**config.mk**
```make
export PLATFORM = sky130hd
export DESIGN_NAME = fetch_unit
export DESIGN_NICKNAME = d
export VERILOG_FILES = /design/src/rtl/fetch_unit.sv
export SDC_FILE = /design/constraint.sdc
export NUM_CORES = 1
export LEC_CHECK = 0
export ABC_AREA = 1
export BUFFER_PORTS_ARGS = -buffer_cell sky130_fd_sc_hd__buf_2
export CAP_MARGIN = 25
export CELL_PAD_IN_SITES_DETAIL_PLACEMENT = 0
export CELL_PAD_IN_SITES_GLOBAL_PLACEMENT = 1
export CORE_MARGIN = 2
export CORE_UTILIZATION = 35
export DETAILED_ROUTE_END_ITERATION = 10
export PLACE_DENSITY_LB_ADDON = 0.15
export SLEW_MARGIN = 20
export SYNTH_ARGS = -nofsm -noshare
export SYNTH_HDL_FRONTEND = slang
export SYNTH_SLANG_ARGS = --single-unit
```
**constraint.sdc**
```tcl
create_clock -name clk -period 4.65 [get_ports clk]
set_input_delay 0.93 -clock clk [delete_from_list [all_inputs] [get_ports clk]]
set_output_delay 0.93 -clock clk [all_outputs]
set_load 0.01 [all_outputs]
```
**src/rtl/fetch_unit.sv**
```systemverilog
// WISC-S25 instruction fetch: owns the PC and the IF/ID register,
// and resolves B/BR/HLT sitting in ID.
module fetch_unit #(
  parameter logic [15:0] RESET_PC = 16'h0000
) (
  input  logic        clk,
  input  logic        rst,
  input  logic        stall,
  output logic [15:0] imem_addr,
  input  logic [15:0] imem_data,
  input  logic        BranchMux,
  input  logic        BranchRegMux,
  input  logic        HaltMux,
  input  logic [2:0]  flags,
  input  logic [15:0] br_reg,
  output logic [15:0] if_id_instr,
  output logic [15:0] if_id_pc_plus2,
  output logic        if_id_valid,
  output logic        taken,
  output logic        halted
);

  typedef enum logic {S_RUN, S_HALT} state_t;

  state_t      r_state;
  logic [15:0] r_pc;
  logic [15:0] r_instr;
  logic [15:0] r_pp2;
  logic        r_valid;

  logic        w_z, w_v, w_n;
  logic        w_cond;
  logic [15:0] w_imm;
  logic [15:0] w_tgt;
  logic        w_halt_id;
  logic        w_taken;
  logic [15:0] w_pc_inc;

  // flags arrive as {Z,V,N}
  assign w_z = flags[2];
  assign w_v = flags[1];
  assign w_n = flags[0];

  always_comb begin
    w_cond = 1'b0;
    unique case (r_instr[11:9])
      3'b000: w_cond = ~w_z;
      3'b001: w_cond = w_z;
      3'b010: w_cond = ~w_z & ~w_n;
      3'b011: w_cond = w_n;
      3'b100: w_cond = w_z | (~w_z & ~w_n);
      3'b101: w_cond = w_n | w_z;
      3'b110: w_cond = w_v;
      3'b111: w_cond = 1'b1;
    endcase
  end

  assign w_imm     = {{6{r_instr[8]}}, r_instr[8:0], 1'b0};
  assign w_tgt     = BranchRegMux ? br_reg : r_pp2 + w_imm;
  assign w_halt_id = HaltMux & r_valid;
  assign w_pc_inc  = r_pc + 16'd2;
  assign w_taken   = r_valid & (BranchMux | BranchRegMux)
                   & w_cond & (r_state != S_HALT);

  always_ff @(posedge clk) begin
    if (rst) begin
      r_state <= S_RUN;
      r_pc    <= RESET_PC;
      r_instr <= 16'h0000;
      r_pp2   <= 16'h0000;
      r_valid <= 1'b0;
    end else begin
      case (r_state)
        S_RUN: begin
          if (w_halt_id) begin
            r_state <= S_HALT;
            r_instr <= 16'h0000;
            r_pp2   <= 16'h0000;
            r_valid <= 1'b0;
          end else if (stall) begin
            r_pc <= r_pc;
          end else if (w_taken) begin
            // redirect and squash the wrong-path word
            r_pc    <= w_tgt;
            r_instr <= 16'h0000;
            r_pp2   <= 16'h0000;
            r_valid <= 1'b0;
          end else begin
            r_pc    <= w_pc_inc;
            r_instr <= imem_data;
            r_pp2   <= w_pc_inc;
            r_valid <= 1'b1;
          end
        end
        S_HALT: r_state <= S_HALT;
        default: r_state <= S_RUN;
      endcase
    end
  end

  assign imem_addr      = r_pc;
  assign if_id_instr    = r_instr;
  assign if_id_pc_plus2 = r_pp2;
  assign if_id_valid    = r_valid;
  assign taken          = w_taken;
  assign halted         = (r_state == S_HALT);

endmodule

```
==> Word level (Yosys, flattened, before mapping) <==
Cells that the tools add are included.
{ "totals": {"out_inout_bits": 51, "reg_bits": 50, "wordCells": 45, "inputBits": 41} }
{ "classes": {"n_reduce_logical": 3, "n_mux": 14, "eq_ne": 8, "bitwise": 13, "n_addsub": 2} }
{ "ops": {"columns": ["operator", "n"], "rows": [
  ["16-bit 2-to-1 mux", 8],
  ["16-bit adder", 1],
  ["16-bit by 2-bit adder with 16-bit output (second input constant)", 1],
  ["3-bit equality test (second input constant)", 4],
  ["1-bit one-hot mux with 8 select lines", 1],
  ["3-bit by 2-bit equality test with 1-bit output (second input constant)", 2],
  ["1-bit bitwise AND", 5],
  ["1-bit inverter", 5],
  ["1-bit 2-to-1 mux", 4],
  ["3-bit by 1-bit equality test with 1-bit output (second input constant)", 1],
  ["3-bit zero test", 1],
  ["1-bit bitwise OR", 3],
  ["3-bit AND reduction", 1],
  ["2-bit by 1-bit inequality test with 1-bit output (second input constant)", 1],
  ["1-bit one-hot mux with 2 select lines", 1],
  ["2-bit AND reduction", 1]
]} }

==> Logic depth before layout (Yosys ltp) <==
{ "depth": {"depth_word": 9, "depth_mapped": 14, "depth_no_buf": 13} }

==> Worst setup path before layout <==
OpenSTA, ideal clock, no wires.
{ "synth_timing": {"kind": "input -> output", "start": "in flags[2]", "end": "out taken", "stages": 8, "path_slack_ns": 2.059, "arrival_time_ns": 1.661, "n_path_buf": 1, "cell_sequence": "inv_1 -> nor2_1 -> nor2_1 -> nand2_2 -> nand2_4 -> nand4_2 -> buf_6 -> inv_1"} }
{ "synth_between": {"elab_chain_cells": 6} }
{ "synth_lines": {"columns": ["element", "line_no", "rtl"], "rows": [
  ["from (decl)", "14", "input logic [2:0] flags,"],
  ["1-bit inverter", "47, 49, 51", null],
  ["1-bit bitwise AND", "49, 51", null],
  ["1-bit bitwise OR", "51", "3'b100: w_cond = w_z | (~w_z & ~w_n);"],
  ["1-bit one-hot mux with 8 select lines *", "46", "unique case (r_instr[11:9])"],
  ["1-bit bitwise AND * (2 in a row)", "63", "& w_cond & (r_state != S_HALT);"],
  ["to (decl)", "19", "output logic taken,"]
]} }
Every way passes the cells marked *; elsewhere a longest branch is shown, timed or not.

==> Final worst setup path <==
Ends and elaborated chain as after synthesis.

==> flow_metrics.env <==
export IMPL_outcome="complete, no violations"
export IMPL_tightest_slew_ns=0.9786
export IMPL_slowest_stage="nand4_2"
export IMPL_min_period_ns=2.988
export IMPL_cp_arrival_ns=2.06
export IMPL_initial_core_util=0.3571
export IMPL_synth_main_ff_cell="dfxtp_1"
export IMPL_async_flop_share=0
export IMPL_cts_path_max_buffers=2
export IMPL_setup_tns_ns=0
export IMPL_firstDrtPassIters=4
export IMPL_dpl_hpwl_um=8194
export IMPL_vdd_ir_drop_max_uv=106.8
export IMPL_fp_dieW_um=103.4
export IMPL_cp_start_kind="primary input"
export IMPL_wl_per_cell_um=13.36
export IMPL_ys_ff_latch=50
export IMPL_ant_nets=0
export IMPL_synth_top_cells_by_count="nand2_1, nor2_1, inv_1, dfxtp_1, a21oi_1"
export IMPL_wl_um=10420
export IMPL_period_share=0.6427
export IMPL_vias=3588
export IMPL_core_um2=9684
export IMPL_track_usage=0.2022
export IMPL_placement_rows=36
export IMPL_yosysTopAreaCell="dfxtp_1"
export IMPL_holdBufCountCts=0
export IMPL_gr_total_overflow=0
export IMPL_synth_distinct_cells=35
export IMPL_power_switching_mw=0.3046
export IMPL_ios=92
export IMPL_drt_initial_drc_count=108
export IMPL_post_cts_buffers=0
export IMPL_post_cts_resized=0
export IMPL_skew_ns=0.005549
export IMPL_power_frac_clock=0.290
export IMPL_drive_gt1_frac=0.1932
export IMPL_relSlewSlack=0.3476
export IMPL_p_seq_frac=0.506
export IMPL_place_congestion=0.8056
export IMPL_via_per_inst=4.600
export IMPL_cts_reportedPaths_clkPinSlew_ns=0.10
export IMPL_post_synth_top_count_cell="nand2_1"
export IMPL_dpl_cell_area_um2=3993
export IMPL_dieArea_um2=10690
export IMPL_clk_latency_ns=0.31
export IMPL_avgSynthCellArea_um2=6.121
export IMPL_p_leak_nw=2.088
export IMPL_intPower_mw=0.6181
export IMPL_crit_path_max_incr_delay_ns=0.30
export IMPL_grt_pass1_wl_um=16640
export IMPL_synth_area_leaders="dfxtp_1, nand2_1, nor2_1"
export IMPL_synth_area_um2=3458
export IMPL_p_per_area_nw_per_um2=226.4
export IMPL_crit_fanout=13
export IMPL_antenna_found_initial=0
export IMPL_worst_ep_required_time_ns=3.72
export IMPL_dieHeight_um=103.4
export IMPL_critPathKind="primary input to output port"
export IMPL_cts_tree="yes"
export IMPL_fin_area_um2=4075
export IMPL_met2_usage=0.3256
export IMPL_fillCellCount=1111
export IMPL_drc_errors=0
export IMPL_cp_cell_sequence="buf_2 -> inv_1 -> nor2_1 -> nor2_1 -> nand2_2 -> nand2_4 -> nand4_2 -> inv_1 -> buf_2"
export IMPL_power_frac_comb=0.203
export IMPL_cap_violations=0
export IMPL_ys_warn_count=0
export IMPL_crit_path_end_kind="output port"
export IMPL_synth_top_cell_area_share=0.2894
export IMPL_gr_usage_met3=0.02890
export IMPL_diodes=0
export IMPL_synthesis_nets=622
export IMPL_netSwitchingFraction=0.3301
export IMPL_cts_sinks=50
export IMPL_drv_slew=0
export IMPL_grt_max_degree=50
export IMPL_syn_to_final_growth_pct=17.84
export IMPL_cts_htree_levels=2
export IMPL_setup_viol=0
export IMPL_use_met1=0.2921
export IMPL_synth_cells=565
export IMPL_max_freq_mhz=334.6
export IMPL_grt_busiest_layer="met2"
export IMPL_cts_root_buf="clkbuf_8"
export IMPL_min_path_type="flip-flop to flip-flop"
export IMPL_rsz0062_at_grt="no"
export IMPL_cts_made_buffers=5
export IMPL_synth_edf_count=0
export IMPL_io_buffers=91
export IMPL_nets=704
export IMPL_grt_pass1_vias=3333
export IMPL_hold_viol=0
export IMPL_ys_seq_area_frac=0.2894
-- stage by stage --
step / hold slack [ns] / total power [mW] / utilization / std cells / setup WS [ns]
CTS: 0.4725 / 0.9331 / 0.4208 / 780 / 1.653
finish: 0.4686 / 0.9228 / 0.4208 / 780 / 1.662
detailed placement: 0.4576 / 0.6665 / 0.4123 / 773 / 1.658
global route: 0.4963 / 0.9755 / 0.4208 / 780 / 1.525
global placement: 0.4540 / 0.6646 / 0.4123 / 773 / 1.688
floorplan: 0.4900 / 0.5997 / - / 565 / 2.059
-- critical path, delay by kind of cell --
family / cells / cell delay [ns]
simple gates: 5 / 0.66
buf+inv: 4 / 0.46
-- layout make-up --
type | count | area [um^2] | area share
flip-flops and latches | 50 | 1001 | 0.2456
clock inverters | 2 | 13.76 | 0.003377
multi-input cells | 429 | 2103 | 0.5161
inverters | 69 | 259.0 | 0.06356
well taps | 133 | 166.4 | 0.04084
clock buffers | 5 | 68.82 | 0.01689
repair buffers | 92 | 462.9 | 0.1136
-- sequential cells by signal, summed over array words and instances, names as in the netlist --
signal	cells
if_id_valid	1
if_id_instr	16
if_id_pc_plus2	16
halted	1
imem_addr	16
-- cells by family (layout without fill, tap and decap cells) --
logic type,after synthesis,in the layout,synth area share
simple gates,334,334,0.4143
xor+xnor,13,13,0.03292
buf+inv,86,168,0.1024
fa+ha+maj,16,16,0.06006
flops,50,50,0.2894
compound gates,66,66,0.1009
-- worst paths after layout --
| path | from | end | cells after the start | slack (ns) |
|---|---|---|---|---|
| min reg2reg | if_id_instr[15] | if_id_instr[15] | 2 | 0.47 |
| max | flags[2] | taken | 9 | 1.66 |
| max reg2reg | if_id_pc_plus2[1] | imem_addr[5] | 11 | 2.45 |
| min | if_id_instr[15] | if_id_instr[15] | 2 | 0.47 |
-- metal layers --
metal | share of wire | routed length, um
met5 | 0 | 0
met1 | 0.51 | 5331
met4 | 0.0057 | 59
met3 | 0.037 | 386
met2 | 0.45 | 4642
-- power by group through the flow --
stage,Combinational [mW],Sequential [mW],Clock [mW]
final,0.188,0.467,0.268
after global routing,0.213,0.470,0.293
after CTS,0.190,0.468,0.275
after detailed placement,0.189,0.477,0
after global placement,0.188,0.477,0
after floorplan,0.119,0.481,0
-- cells in the final DEF, fill, tap and decap left out, drive strengths merged --
cell type / instances
a21boi: 1
a21o: 1
a21oi: 50
a22oi: 1
and2: 2
buf: 92
clkbuf: 5
clkinv: 1
dfxtp: 50
fa: 1
ha: 15
inv: 70
nand2: 206
nand3: 33
nand3b: 2
nand4: 8
nor2: 78
nor3: 5
o21a: 1
o21ai: 10
o21bai: 2
xnor2: 4
xor2: 9
No activity file was read; power rests on OpenSTA's default activity.
